### config.mk
export PLATFORM = sky130hd
export DESIGN_NAME = ram_stream_reader_flat
export DESIGN_NICKNAME = d
export VERILOG_FILES = /design/src/rtl/ram_stream_reader_pkg.sv /design/src/rtl/ram_stream_reader_if.sv /design/src/rtl/ram_stream_fifo2.sv /design/src/rtl/ram_stream_reader.sv /design/src/flat_wrapper.sv
export SDC_FILE = /design/constraint.sdc
export NUM_CORES = 1
export LEC_CHECK = 0
export ABC_AREA = 1
export ABC_CLOCK_PERIOD_IN_PS = 4400
export BUFFER_PORTS_ARGS = -buffer_cell sky130_fd_sc_hd__buf_2
export CORE_UTILIZATION = 53
export DETAILED_ROUTE_END_ITERATION = 8
export PLACE_DENSITY = 0.76
export SYNTH_ARGS = -nofsm -noshare
export SYNTH_HDL_FRONTEND = slang
export SYNTH_HIERARCHICAL = 1
export SYNTH_SLANG_ARGS = --single-unit
### constraint.sdc
create_clock -name clk -period 4.4 [get_ports clk]
set_clock_uncertainty 0.1 [all_clocks]
set_input_delay 0.44 -clock clk [delete_from_list [all_inputs] [get_ports clk]]
set_output_delay 0.44 -clock clk [all_outputs]
set_load 0.02 [all_outputs]
### src/rtl/ram_stream_reader_pkg.sv
// Shared constants for the RAM stream reader: data width default and FSM state encodings.
package ram_stream_reader_pkg;

    localparam int unsigned data_len = 16;

    localparam logic [1:0] IDLE = 2'd0;
    localparam logic [1:0] RUN  = 2'd1;
    localparam logic [1:0] DONE = 2'd2;

endpackage

### src/rtl/ram_stream_reader_if.sv
// RAM read port plus valid/ready output stream. The reader drives the master side.
interface ram_stream_reader_if
    import ram_stream_reader_pkg::*;
#(
    parameter int unsigned dwidth = data_len,
    parameter int unsigned awidth = 12
);
    logic              ram_load;
    logic [awidth-1:0] ram_addr;
    logic [dwidth-1:0] ram_q;
    logic [dwidth-1:0] m_data;
    logic              m_valid;
    logic              m_ready;
    logic              m_last;

    modport master (
        output ram_load, ram_addr, m_data, m_valid, m_last,
        input  ram_q, m_ready
    );

    modport slave (
        input  ram_load, ram_addr, m_data, m_valid, m_last,
        output ram_q, m_ready
    );
endinterface

### src/rtl/ram_stream_fifo2.sv
// Two-entry synchronous FIFO with a registered head; a pop frees its slot for a same-cycle push.
module ram_stream_fifo2 #(
    parameter int unsigned width = 8
) (
    input  logic             clk,
    input  logic             rst,
    input  logic             push,
    input  logic             pop,
    input  logic [width-1:0] wdata,
    output logic [width-1:0] rdata,
    output logic [1:0]       count
);
    logic [width-1:0] head_q, head_d;
    logic [width-1:0] tail_q, tail_d;
    logic [1:0]       count_q, count_d;

    always_comb begin
        head_d  = head_q;
        tail_d  = tail_q;
        count_d = count_q;
        unique case ({push, pop})
            2'b10: begin
                if (count_q == 2'd0) head_d = wdata;
                else                 tail_d = wdata;
                count_d = count_q + 2'd1;
            end
            2'b01: begin
                head_d  = tail_q;
                count_d = count_q - 2'd1;
            end
            2'b11: begin
                if (count_q == 2'd2) begin
                    head_d = tail_q;
                    tail_d = wdata;
                end else begin
                    head_d = wdata;
                end
            end
            default: ;
        endcase
    end

    always_ff @(posedge clk) begin
        if (rst) begin
            head_q  <= '0;
            tail_q  <= '0;
            count_q <= 2'd0;
        end else begin
            head_q  <= head_d;
            tail_q  <= tail_d;
            count_q <= count_d;
            assert (!(push && !pop && count_q == 2'd2));
        end
    end

    assign rdata = head_q;
    assign count = count_q;
endmodule

### src/rtl/ram_stream_reader.sv
// Reads len consecutive words from a 1-cycle-latency block RAM and streams them out with
// full backpressure, using a 2-entry FIFO to absorb the read pipeline.
module ram_stream_reader
    import ram_stream_reader_pkg::*;
#(
    parameter int unsigned dwidth = data_len,
    parameter int unsigned awidth = 12,
    parameter int unsigned words  = 12 * 288
) (
    input  logic                clk,
    input  logic                rst,
    input  logic                start,
    input  logic [awidth-1:0]   base_addr,
    input  logic [awidth:0]     len,
    output logic                busy,
    output logic                done,
    ram_stream_reader_if.master bus
);
    localparam logic [awidth:0]   cnt_one  = (awidth + 1)'(1);
    localparam logic [awidth-1:0] addr_one = awidth'(1);
    localparam logic [awidth-1:0] addr_max = awidth'(words - 1);

    logic [1:0]        state_q, state_d;
    logic [awidth:0]   issue_cnt_q, beat_cnt_q, push_cnt_q;
    logic [awidth-1:0] next_addr_q, ram_addr_q;
    logic              inflight_q, qvalid_q, qvalid_d;
    logic [1:0]        fifo_cnt, fifo_cnt_next;
    logic              accept, push, pop, issue;
    logic [dwidth:0]   fifo_head;

    assign accept        = (state_q == IDLE) && start;
    assign pop           = bus.m_valid && bus.m_ready;
    assign push          = qvalid_q && ((fifo_cnt != 2'd2) || pop);
    assign fifo_cnt_next = fifo_cnt + {1'b0, push} - {1'b0, pop};

    // ram_q may wait for FIFO space: with no read in flight ram_addr is unchanged, so the RAM
    // re-reads the same word. Never issue if that waiting word could collide with a new read.
    assign qvalid_d = inflight_q || (qvalid_q && !push);
    assign issue    = (state_q == RUN) && (issue_cnt_q != '0)
                   && !(qvalid_d && (fifo_cnt_next == 2'd2));

    always_comb begin
        state_d = state_q;
        case (state_q)
            IDLE:    if (start) state_d = (len == '0) ? DONE : RUN;
            RUN:     if (pop && (beat_cnt_q == cnt_one)) state_d = DONE;
            DONE:    state_d = IDLE;
            default: state_d = IDLE;
        endcase
    end

    always_ff @(posedge clk) begin
        if (rst) begin
            state_q     <= IDLE;
            issue_cnt_q <= '0;
            beat_cnt_q  <= '0;
            push_cnt_q  <= '0;
            next_addr_q <= '0;
            ram_addr_q  <= '0;
            inflight_q  <= 1'b0;
            qvalid_q    <= 1'b0;
        end else begin
            state_q    <= state_d;
            inflight_q <= issue;
            qvalid_q   <= qvalid_d;
            if (accept) begin
                next_addr_q <= base_addr;
                issue_cnt_q <= len;
                beat_cnt_q  <= len;
                push_cnt_q  <= len;
            end else begin
                if (issue) begin
                    ram_addr_q  <= next_addr_q;
                    next_addr_q <= (next_addr_q == addr_max) ? '0 : next_addr_q + addr_one;
                    issue_cnt_q <= issue_cnt_q - cnt_one;
                end
                if (pop)  beat_cnt_q <= beat_cnt_q - cnt_one;
                if (push) push_cnt_q <= push_cnt_q - cnt_one;
            end
        end
    end

    ram_stream_fifo2 #(
        .width(dwidth + 1)
    ) u_fifo (
        .clk  (clk),
        .rst  (rst),
        .push (push),
        .pop  (pop),
        .wdata({push_cnt_q == cnt_one, bus.ram_q}),
        .rdata(fifo_head),
        .count(fifo_cnt)
    );

    assign bus.m_valid  = (fifo_cnt != 2'd0);
    assign bus.m_last   = fifo_head[dwidth];
    assign bus.m_data   = fifo_head[dwidth-1:0];
    assign bus.ram_load = 1'b0;
    assign bus.ram_addr = ram_addr_q;
    assign busy         = (state_q == RUN);
    assign done         = (state_q == DONE);
endmodule
### src/flat_wrapper.sv
// flat-port wrapper written by rule: the top's interface ports become plain ports
module ram_stream_reader_flat import ram_stream_reader_pkg::*;
#(
    parameter int unsigned dwidth = data_len,
    parameter int unsigned awidth = 12,
    parameter int unsigned words  = 12 * 288
)
  (clk, rst, start, base_addr, len, busy, done, bus_ram_load, bus_ram_addr, bus_m_data, bus_m_valid, bus_m_last, bus_ram_q, bus_m_ready);
  ram_stream_reader_if #(.dwidth(dwidth), .awidth(awidth)) bus_i ();
  input  logic clk;
  input  logic rst;
  input  logic start;
  input  logic [awidth-1:0] base_addr;
  input  logic [awidth:0] len;
  output logic busy;
  output logic done;
  output wire logic [$bits(bus_i.ram_load)-1:0] bus_ram_load;
  output wire logic [$bits(bus_i.ram_addr)-1:0] bus_ram_addr;
  output wire logic [$bits(bus_i.m_data)-1:0] bus_m_data;
  output wire logic [$bits(bus_i.m_valid)-1:0] bus_m_valid;
  output wire logic [$bits(bus_i.m_last)-1:0] bus_m_last;
  input wire logic [$bits(bus_i.ram_q)-1:0] bus_ram_q;
  input wire logic [$bits(bus_i.m_ready)-1:0] bus_m_ready;
  assign bus_ram_load = bus_i.ram_load;
  assign bus_ram_addr = bus_i.ram_addr;
  assign bus_m_data = bus_i.m_data;
  assign bus_m_valid = bus_i.m_valid;
  assign bus_m_last = bus_i.m_last;
  assign bus_i.ram_q = bus_ram_q;
  assign bus_i.m_ready = bus_m_ready;
  ram_stream_reader #(.dwidth(dwidth), .awidth(awidth), .words(words)) u_core (.clk(clk), .rst(rst), .start(start), .base_addr(base_addr), .len(len), .busy(busy), .done(done), .bus(bus_i));
endmodule
==> impl_results.md <==
* Cts hold-fix bufs at 0
* FF+latch area at 2060 µm²
* Initial antenna violation count at 0
* Maximum number of pins on one net before global-route repair at 53
* Area delta synth->final at 8.83%
* Dpl hpwl at 9840 µm
* CP arrival at 3.41 ns
* Gpl congestion at 0.908
* Final Hold Viols at 0
* Util after Layout at 0.595
* Worst-skew pair later-pin latency at 0.38 ns
* Final cell count without fillers at 1139
* Startpoint types: flip-flop
* Mapped Nets at 1002
* Initial core utilization at 0.547
* Crit-path most repeated cell: inv_1
* Critical Path Stages at 15
* Iter 0 DRT Violations at 318
* Post-DP Area at 6310 µm²
* Total GRT Usage at 0.250
* CTS buffer count at 9
* Unrepaired setup endpoints after global routing: false
* Commonest non-fill, non-tap cell in the layout: nand2_1
* TritonCTS clock tree: built
* Fillcell total at 1125
* Tmin final at 3.22 ns
* End of the critical path: u_core/bus.ram_addr[2]
* Final ANT Viol Nets at 0
* Crit share post-route at 0.731
* Final instance area at 6480 µm²
* Die W at 108 µm
* Nets at 1052
* Ant diodes at 0
* Core Area at 10900 µm²
* H-tree level count at 3
* Pins over their slew limit at 0
* Final setup fails at 0
* FP Rows at 38
* Inst Count DP at 1123
* Vias in the first global route at 4888
* Remaining DRCs at 0
* Cells after Synth at 944
* VDD IR max at 0.206 mV
* CP Cell Sequence: inv_1 > nand2_1 > nand2_1 > inv_1 > ha_1 > inv_1 > ha_1 > inv_1 > nand2_1 > inv_1 > nand3_1 > nand2_1 > buf_4 > o21ai_0 > nor2_1
* Total Power at 2.50 mW
* Max incr delay on CP at 0.63 ns
* Most frequent cells in the layout: nand2_1, inv_1, nand3_1
* CTS clk-pin slew, worst paths at 0.09 ns
* Fraction of layout cells with a size suffix above 1 at 0.110
* Clock tree root buffer cell: clkbuf_8
* Tightest Pin Transition at 1.17 ns
* Multi-input gate area at 3120 µm²
* Post-CTS resize count at 0
* RR Endpoint: u_core/bus.ram_addr[2]
* Slack of the worst reg-to-reg path at 1.18 ns
* Vias per cell at 5.21
* Run status: complete, no violations
* Leakage at 3.16 nW
* Crit path launch: u_core/u_fifo/count[1]
* Die Ht at 108 µm
* Slew margin rel. at 0.222
* Crit-path slowest cell: nand2_1
* Fmax at 311 MHz
* Max Cap Viol at 0
* Drt wl/cell at 12.4 µm
* Grt ovf at 0
* Yosys cell types at 36
* Worst Setup Path Type: reg -> reg
* Postcts setup bufs at 0
* I/O pins at 78
* Worst-path fanout max at 20
* Syn Area/Cell at 6.31 µm²
* Buf/Inv on CP at 6
* Hold crit path type: in -> reg
* Final wirelength at 14100 µm
* Sequential cell area fraction in the yosys report at 0.346
* Worst path top cell family by delay: simple AND/OR/NAND/NOR gates
* Router iterations before antenna repair at 5
* #FFs+latches synth at 103
* Port bufs at 76
* Via count at 5934
* # clock sinks at 103
* Pwr dens at 387 nW/µm²
* Reg2Reg Depth at 15
* Setup TNS Final at 0 ns
* R2R Path Start: u_core/u_fifo/count[1]
* First-pass GRT wire length at 23200 µm
* Critical path required time at 4.60 ns
* Post-Syn Area at 5950 µm²
* Clock Path Buffers at 2
* Crit. End Element: flip-flop
* Yosys warning count at 6
* Die area at 11700 µm²
==> where the power goes <==
| group | internal (mW) | leakage, nW | switching, mW |
|---|---|---|---|
| Sequential | 1.04 | 0.844 | 0.0818 |
| Clock | 0.239 | 0.0850 | 0.309 |
| Combinational | 0.282 | 2.23 | 0.551 |
| Total | 1.56 | 3.16 | 0.941 |
==> sequential cells by signal, indices dropped and copies added, names as in the netlist <==
signal                cells
u_core/push_cnt_q        13
u_core/next_addr_q       12
u_core/u_fifo/rdata      17
u_core/inflight_q         1
u_core/issue_cnt_q       13
u_core/state_q            2
u_core/bus.ram_addr      12
u_core/u_fifo/tail_q     17
u_core/qvalid_q           1
u_core/beat_cnt_q        13
u_core/u_fifo/count       2
==> cell type report <==
| cell class | count | share of cell area |
|---|---|---|
| multi-input cells | 658 | 0.482 |
| clock buffers | 16 | 0.0263 |
| repair buffers | 80 | 0.0634 |
| inverters | 142 | 0.0827 |
| well taps | 140 | 0.0270 |
| flip-flops and latches | 103 | 0.318 |
==> how the worst min path moves through the flow <==
stage                                 startpoint                       end  slack, ns  cells after the start
after floorplan                u_core/state_q[0]         u_core/state_q[1]       0.37                      2
after global placement    u_core/bus.ram_addr[5]    u_core/bus.ram_addr[5]       0.36                      2
after detailed placement  u_core/bus.ram_addr[1]    u_core/bus.ram_addr[1]       0.37                      2
after CTS                          bus_ram_q[13]  u_core/u_fifo/tail_q[13]       0.19                      3
after global routing                bus_ram_q[5]   u_core/u_fifo/tail_q[5]       0.20                      3
final                              bus_ram_q[13]  u_core/u_fifo/tail_q[13]       0.20                      3
==> worst reg2reg max path: cells and delay by family (launching register included) <==
family	cells	cell delay [ns]
AOI/OAI and AO/OA	1	0.13
adders and majority gates	2	0.50
buffers and inverters	6	0.82
DFF	1	0.48
and+or+nand+nor	6	1.10
==> synth_stat cells <==
library cell  number  area [µm²]
nor4_1             1        6.26
nand3_1          129         646
a21boi_1           1        7.51
nor2_1           120         450
ha_1              13         163
a21oi_1           68         340
nor3b_1            1        7.51
conb_1             1        3.75
o211ai_1           2        15.0
o21ai_1            1        5.00
o21ai_0           50         250
a21oi_2            1        8.76
inv_1            137         514
buf_6              5        56.3
dfxtp_1          103        2060
buf_1              3        11.3
nor3_1             7        35.0
a21o_1             1        7.51
nand2_1          207         777
xor2_1             7        61.3
o21bai_1           9        67.6
nor2_2             7        43.8
nand2_8            1        20.0
inv_4              1        6.26
buf_2             22         110
inv_2              3        11.3
clkbuf_1           8        30.0
nand4_1           10        62.6
a31o_2             1        8.76
clkinv_1           1        3.75
a211oi_1           2        15.0
buf_4              3        22.5
xnor2_1            1        8.76
nand2_2            3        18.8
nand3_2            2        20.0
a31oi_1           12        75.1
==> logic make-up (layout without fill, tap and decap cells) <==
| logic type | count (synthesis) | in the layout | share of synthesized area |
|---|---|---|---|
| buffers and inverters | 183 | 238 | 0.129 |
| DFF | 103 | 103 | 0.346 |
| adders and majority gates | 13 | 13 | 0.0273 |
| and+or+nand+nor | 488 | 488 | 0.351 |
| xor gates and xnor gates | 8 | 8 | 0.0118 |
| other | 1 | 1 | 0.000630 |
| AOI/OAI and AO/OA | 148 | 148 | 0.135 |
==> routing by layer <==
layer | part of all wire | global-route usage
met1 | 0.49 | 0.347
met2 | 0.45 | 0.398
met3 | 0.052 | 0.0344
met4 | 0.015 | 0.0841
met5 | 0 | 0
==> through the flow <==
step | hold slack [ns] | setup slack (ns)
after floorplan | 0.366 | 1.94
after global placement | 0.361 | 1.37
after detailed placement | 0.365 | 1.22
after CTS | 0.186 | 1.19
after global routing | 0.203 | 0.853
final | 0.202 | 1.18
Note: power is estimated with default switching activity, not from simulation.
